===== src/rtl/display_pkg.sv =====
// display_pkg: definitions shared by the accumulator display top and its
// binary-to-BCD converter.
//   - SEG_TABLE / SEG_BLANK : active-low {g..a} patterns for digits 0-9 and blank
//   - state_t               : double-dabble FSM states
//   - digits_for()          : decimal digits needed to show any width-bit value
package display_pkg;

   typedef enum logic [1:0] {IDLE, SHIFT, DONE} state_t;

   localparam logic [6:0] SEG_BLANK = 7'b1111111;

   // Entry n holds the pattern for digit n.
   localparam logic [9:0][6:0] SEG_TABLE = {
      7'b0010000,   // 9
      7'b0000000,   // 8
      7'b1111000,   // 7
      7'b0000010,   // 6
      7'b0010010,   // 5
      7'b0011001,   // 4
      7'b0110000,   // 3
      7'b0100100,   // 2
      7'b1111001,   // 1
      7'b1000000    // 0
   };

   // Smallest d with 10^d >= 2^width.
   function automatic int digits_for(input int width);
      longint unsigned lim;
      longint unsigned p;
      int              d;
      lim = (width >= 64) ? 64'hFFFF_FFFF_FFFF_FFFF : (64'd1 << width);
      p   = 64'd1;
      d   = 0;
      for (int i = 0; i < 20; i++) begin
         if (p < lim) begin
            p = p * 64'd10;
            d = d + 1;
         end
      end
      return d;
   endfunction

endpackage


===== src/rtl/bin2bcd_seq.sv =====
// bin2bcd_seq: sequential double-dabble converter, one bit per cycle.
// Ports:
//   clock, resetn : rising-edge clock, asynchronous active-low reset
//   start         : (re)start a conversion of value; aborts any conversion in flight
//   value         : WIDTH-bit binary input, captured when start is seen
//   busy          : high while in SHIFT or DONE
//   done          : one-cycle pulse on the edge that updates bcd
//   bcd           : DIGITS BCD digits, digit 0 in the LSBs
module bin2bcd_seq
   import display_pkg::*;
#(
   parameter int WIDTH  = 8,
   parameter int DIGITS = 3
) (
   input  logic                  clock,
   input  logic                  resetn,
   input  logic                  start,
   input  logic [WIDTH-1:0]      value,
   output logic                  busy,
   output logic                  done,
   output logic [4*DIGITS-1:0]   bcd
);

   localparam int CW = $clog2(WIDTH + 1);

   state_t              state;
   logic [WIDTH-1:0]    shift;
   logic [4*DIGITS-1:0] scratch;
   logic [4*DIGITS-1:0] scratch_adj;
   logic [CW-1:0]       count;

   // Add-3 correction applied to every nibble before each shift.
   always_comb begin
      scratch_adj = scratch;
      for (int i = 0; i < DIGITS; i++) begin
         if (scratch[4*i +: 4] >= 4'd5)
            scratch_adj[4*i +: 4] = scratch[4*i +: 4] + 4'd3;
      end
   end

   always_ff @(posedge clock or negedge resetn) begin
      if (!resetn) begin
         state   <= IDLE;
         shift   <= '0;
         scratch <= '0;
         count   <= '0;
         done    <= 1'b0;
         bcd     <= '0;
      end else begin
         done <= 1'b0;
         // start wins in every state, so an aborted conversion never reaches bcd.
         if (start) begin
            state   <= SHIFT;
            shift   <= value;
            scratch <= '0;
            count   <= '0;
         end else begin
            case (state)
               IDLE: ;
               SHIFT: begin
                  {scratch, shift} <= {scratch_adj, shift} << 1;
                  count            <= count + 1'b1;
                  if (count == CW'(WIDTH - 1))
                     state <= DONE;
               end
               DONE: begin
                  bcd   <= scratch;
                  done  <= 1'b1;
                  state <= IDLE;
               end
               default: state <= IDLE;
            endcase
         end
      end
   end

   assign busy = (state != IDLE);

endmodule


===== src/rtl/accum_bcd_display.sv =====
// accum_bcd_display: add/subtract accumulator whose value is converted to
// decimal and shown on active-low 7-segment digits.
// Ports:
//   clock, resetn : rising-edge clock, asynchronous active-low reset
//   load, mode    : accumulate strobe (per high cycle); mode 0 = add, 1 = subtract
//   clear         : synchronous clear, wins over load
//   data_in       : operand
//   acc, carry    : accumulator and carry/borrow of the last operation
//   busy, done    : conversion in progress / one-cycle display-update pulse
//   bcd, hex      : decimal digits and segment patterns, digit 0 in the LSBs
module accum_bcd_display
   import display_pkg::*;
#(
   parameter int WIDTH    = 8,
   parameter int DIGITS   = 3,
   parameter int BLANK_LZ = 0
) (
   input  logic                  clock,
   input  logic                  resetn,
   input  logic                  load,
   input  logic                  mode,
   input  logic                  clear,
   input  logic [WIDTH-1:0]      data_in,
   output logic [WIDTH-1:0]      acc,
   output logic                  carry,
   output logic                  busy,
   output logic                  done,
   output logic [4*DIGITS-1:0]   bcd,
   output logic [7*DIGITS-1:0]   hex
);

   generate
      if (WIDTH < 2) begin : g_width_check
         $error("accum_bcd_display: WIDTH must be at least 2");
      end
      if (DIGITS < digits_for(WIDTH)) begin : g_digits_check
         $error("accum_bcd_display: DIGITS too small to show every WIDTH-bit value");
      end
   endgenerate

   logic             start;
   logic [WIDTH:0]   sum;

   assign sum = {1'b0, acc} + {1'b0, data_in};

   always_ff @(posedge clock or negedge resetn) begin
      if (!resetn) begin
         acc   <= '0;
         carry <= 1'b0;
         start <= 1'b0;
      end else begin
         // Every acting edge restarts the converter on the value it just produced.
         start <= load | clear;
         if (clear) begin
            acc   <= '0;
            carry <= 1'b0;
         end else if (load) begin
            if (!mode) begin
               {carry, acc} <= sum;
            end else begin
               acc   <= acc - data_in;
               carry <= (data_in > acc);
            end
         end
      end
   end

   bin2bcd_seq #(
      .WIDTH  (WIDTH),
      .DIGITS (DIGITS)
   ) u_bin2bcd (
      .clock  (clock),
      .resetn (resetn),
      .start  (start),
      .value  (acc),
      .busy   (busy),
      .done   (done),
      .bcd    (bcd)
   );

   // hex is a pure decode of the registered bcd, so it changes on exactly the
   // edge that bcd does and its reset value follows from bcd = 0.
   // Scanning from the top digit down tracks whether everything above is zero.
   always_comb begin
      logic [3:0] digit;
      logic       all_zero;
      hex      = '0;
      digit    = '0;
      all_zero = 1'b1;
      for (int i = DIGITS - 1; i >= 0; i--) begin
         digit    = bcd[4*i +: 4];
         all_zero = all_zero && (digit == 4'd0);
         if ((BLANK_LZ != 0) && (i > 0) && all_zero)
            hex[7*i +: 7] = SEG_BLANK;
         else if (digit > 4'd9)
            hex[7*i +: 7] = SEG_BLANK;
         else
            hex[7*i +: 7] = SEG_TABLE[digit];
      end
   end

endmodule


===== config.mk =====
export PLATFORM = sky130hd
export DESIGN_NAME = accum_bcd_display
export DESIGN_NICKNAME = d
export VERILOG_FILES = /design/src/rtl/display_pkg.sv /design/src/rtl/bin2bcd_seq.sv /design/src/rtl/accum_bcd_display.sv
export SDC_FILE = /design/constraint.sdc
export NUM_CORES = 1
export LEC_CHECK = 0
export CELL_PAD_IN_SITES_DETAIL_PLACEMENT = 1
export CELL_PAD_IN_SITES_GLOBAL_PLACEMENT = 1
export CORE_MARGIN = 2
export CORE_UTILIZATION = 43
export DETAILED_ROUTE_END_ITERATION = 12
export GPL_ROUTABILITY_DRIVEN = 1
export PLACE_DENSITY_LB_ADDON = 0.1
export SKIP_CTS_REPAIR_TIMING = 1
export SLEW_MARGIN = 15
export SYNTH_ARGS = -nofsm -noshare
export SYNTH_HDL_FRONTEND = slang
export SYNTH_SLANG_ARGS = --single-unit

===== constraint.sdc =====
create_clock -name clock -period 3.43 [get_ports clock]
set_input_delay 0.686 -clock clock [delete_from_list [all_inputs] [get_ports clock]]
set_output_delay 0.686 -clock clock [all_outputs]
set_load 0.02 [all_outputs]

==> impl_metrics.yaml <==
sta:
  rsz0062_at_grt: "no"
  post-route-period-util: 0.876
  max_slew_margin: 0.305
  finalSetupViolCount: 0
  timing.fmax_mhz: 333
  tns_ps: 0
  finClkSkew_ps: 3.82
  period_minus_slack_ps: 3010
  tightest_slew_ps: 1040
  slew_violations: 0
  hold_viol_final: 0
clocking:
  clkTransAtPathRegs_ps: 80
  htree_levels: 2
  cts_num_sinks: 49
  clk_latency_ps: 290
  cts_root_buf: "clkbuf_8"
  clockBufferDepth: 2
  cts_tree: "done"
  numCtsBuffers: 5
yosys:
  synth_seq_cells: 49
  synth_top_family_by_area: "compound AO/OA/AOI/OAI gates"
  avgSynthCellArea_sq_um: 8.26
  synth_edf_count: 0
  syn-num-nets: 452
  synth-seq-area-share: 0.369
  ys_types: 42
  syn-cell-area_sq_mm: 0.00332
  yosys_warnings: 0
  synthFlopType: "dfrtp_1"
  synth_compound_area_frac: 0.190
  syn_inst: 402
  synthArstFlopShare: 1.00
  synth-xor-area-share: 0.0317
  synthMuxAreaShare: 0.0373
  synth-simple-area-share: 0.167
  synth_adder_area_share: 0.144
cells_and_area:
  nets: 498
  drive_gt1_frac: 0.0357
  fillers: 936
  finalNonFillerCells: 550
  area_growth_pct: 21.6
  antennaDiodeCount: 0
  fin_util: 0.531
grt:
  antenna_found_initial: 0
  grt_usage: 0.174
  grt_pass1_vias: 2869
  grt_max_degree: 36
  overflow: 0
  grt_pass1_wl_um: 12400
setup_path:
  end_kind: "output pin"
  reg2reg_depth: 9
  rrSetupSlack_ps: 1070
  worstReg2RegEnd: "acc[6]$_DFFE_PN0P_"
  worst_setup_path_start_kind: "flop"
  worstSetupPathType: "flop to output pin"
  crit_path_max_fanout: 5
  cp.required_ps: 2740
  worstReg2RegStart: "acc[0]$_DFFE_PN0P_"
  arrival_ps: 2320
floorplanning:
  die_w_um: 91.9
  core_sq_mm: 0.00761
  core.rowCount: 32
  initial_core_util: 0.437
  die_y_um: 91.9
  die-area_sq_mm: 0.00844
  ios: 57
place:
  post-dp-hpwl_um: 5640
  port-buffer-count: 56
  place_congestion: 0.844
  place_inst: 543
run_status:
  status: "complete, no violations"
min_path:
  holdCritPathClass: "input port to async pin"
routing:
  routedWlPerCell_um: 13.3
  dr.first_iter.drc_count: 125
  routed-via-count: 2931
  drc: 0
  routed_wl_um: 7340
  first_pass_iters: 4
  ant_nets: 0
  vias_per_cell: 5.33
power:
  power_density_mw_per_mm2: 302
  vdd_drop_max_mv: 0.147
  p_leak_uw: 0.00178
job:
  cap_violations: 0
[worst max-delay path by stage]
| stage | from | to | slack, ps |
|---|---|---|---|
| floorplan | data_in[0] | acc[6]$_DFFE_PN0P_ | 1040 |
| global placement | data_in[0] | acc[6]$_DFFE_PN0P_ | 500 |
| detailed placement | data_in[0] | acc[6]$_DFFE_PN0P_ | 400 |
| CTS | u_bin2bcd.bcd[0]$_DFFE_PN0P_ | hex[4] | 380 |
| global route | u_bin2bcd.bcd[1]$_DFFE_PN0P_ | hex[4] | 220 |
| finish | u_bin2bcd.bcd[0]$_DFFE_PN0P_ | hex[4] | 420 |
[synthesized netlist by cell type, types with 2 or more instances]
cell type / number / area share
nor3_1: 7 / 0.011
a211oi_1: 5 / 0.011
nand2b_1: 8 / 0.015
o211ai_1: 2 / 0.0045
mux2i_1: 9 / 0.027
dfrtp_1: 49 / 0.37
nand3_1: 6 / 0.0090
a21o_1: 2 / 0.0045
o21ai_0: 40 / 0.060
nand3b_1: 2 / 0.0045
mux2_2: 3 / 0.010
a22oi_1: 3 / 0.0068
fa_1: 2 / 0.012
clkbuf_1: 14 / 0.016
inv_1: 33 / 0.037
nor2b_1: 2 / 0.0038
nand2_1: 52 / 0.059
xor2_1: 5 / 0.013
xnor2_1: 7 / 0.018
o22a_1: 2 / 0.0053
nor2_1: 41 / 0.046
buf_2: 5 / 0.0075
a21oi_1: 48 / 0.072
ha_1: 35 / 0.13
nor3b_1: 3 / 0.0068
[flip-flops by register name (all words and copies together), names as in the netlist]
name / count
acc: 8
carry: 1
start: 1
u_bin2bcd.bcd: 12
u_bin2bcd.count: 4
u_bin2bcd.done: 1
u_bin2bcd.scratch: 12
u_bin2bcd.shift: 8
u_bin2bcd.state: 2
[power breakdown]
| group | leakage, uW | switching [uW] | internal (uW) |
|---|---|---|---|
| Sequential | 0.000660 | 34.2 | 604 |
| Combinational | 0.00108 | 135 | 112 |
| Clock | 0.0000443 | 175 | 160 |
[placed cells by master, fill, tap and decap left out, drive strengths merged, types with 2 or more instances in the layout]
master | Yosys | layout
mux2i | 9 | 9
clkbuf | 14 | 7
o21ai | 41 | 41
nand3 | 6 | 6
buf | 6 | 4
nor2b | 2 | 2
a311oi | 2 | 2
nor3b | 3 | 3
mux2 | 3 | 3
inv | 33 | 33
dfrtp | 49 | 49
a21oi | 48 | 48
nor3 | 7 | 7
ha | 35 | 35
o211ai | 2 | 2
xnor2 | 7 | 7
a211oi | 5 | 5
nand2 | 52 | 52
xor2 | 5 | 5
nand2b | 8 | 8
fa | 2 | 2
a22oi | 3 | 3
nor2 | 41 | 41
a21o | 2 | 2
nand3b | 2 | 2
clkdlybuf4s50 | 0 | 55
o22a | 2 | 2
[per-layer routing]
metal  vias up  share of wire  global-route usage
met1      1426           0.46               0.213
li1       1445              -                   -
met2        54           0.50               0.322
met3         6          0.032              0.0222
met5         -              0                   0
met4         0          0.012              0.0485
[cell families (layout without fill, tap and decap cells)]
family / after synthesis / count (layout)
adders and majority gates: 37 / 37
DFF: 49 / 49
muxes: 12 / 12
buffers and inverters: 53 / 99
and+or+nand+nor: 127 / 127
AOI/OAI and AO/OA: 112 / 112
xor gates and xnor gates: 12 / 12
[stage by stage]
| stage | instance area (sq um) | power (uW) | hold WS (ps) | setup slack [ps] |
|---|---|---|---|---|
| final | 4040 | 1220 | 418 | 424 |
| after global routing | 4040 | 1290 | 466 | 215 |
| after CTS | 4040 | 1240 | 438 | 380 |
| after detailed placement | 3950 | 899 | 536 | 399 |
| after global placement | 3950 | 891 | 521 | 498 |
| after floorplan | 3320 | 804 | 390 | 1040 |
[worst max-delay path, stage by stage, from the launching register on]
cell and delay, ps:
dfrtp_1 430, inv_1 110, ha_1 250, nor3_1 380, nor3_1 80, a31oi_1 150
clkdlybuf4s50_1 630
[area by class of cell]
| cell class | count | area (sq um) | area share |
|---|---|---|---|
| timing repair buffer | 59 | 578 | 0.143 |
| inverter | 33 | 124 | 0.0307 |
| sequential | 49 | 1230 | 0.304 |
| clock buffer | 7 | 86.3 | 0.0214 |
| multi-input combinational | 300 | 1890 | 0.469 |
| tap | 102 | 128 | 0.0316 |
Power figures use the tool's default switching activity.
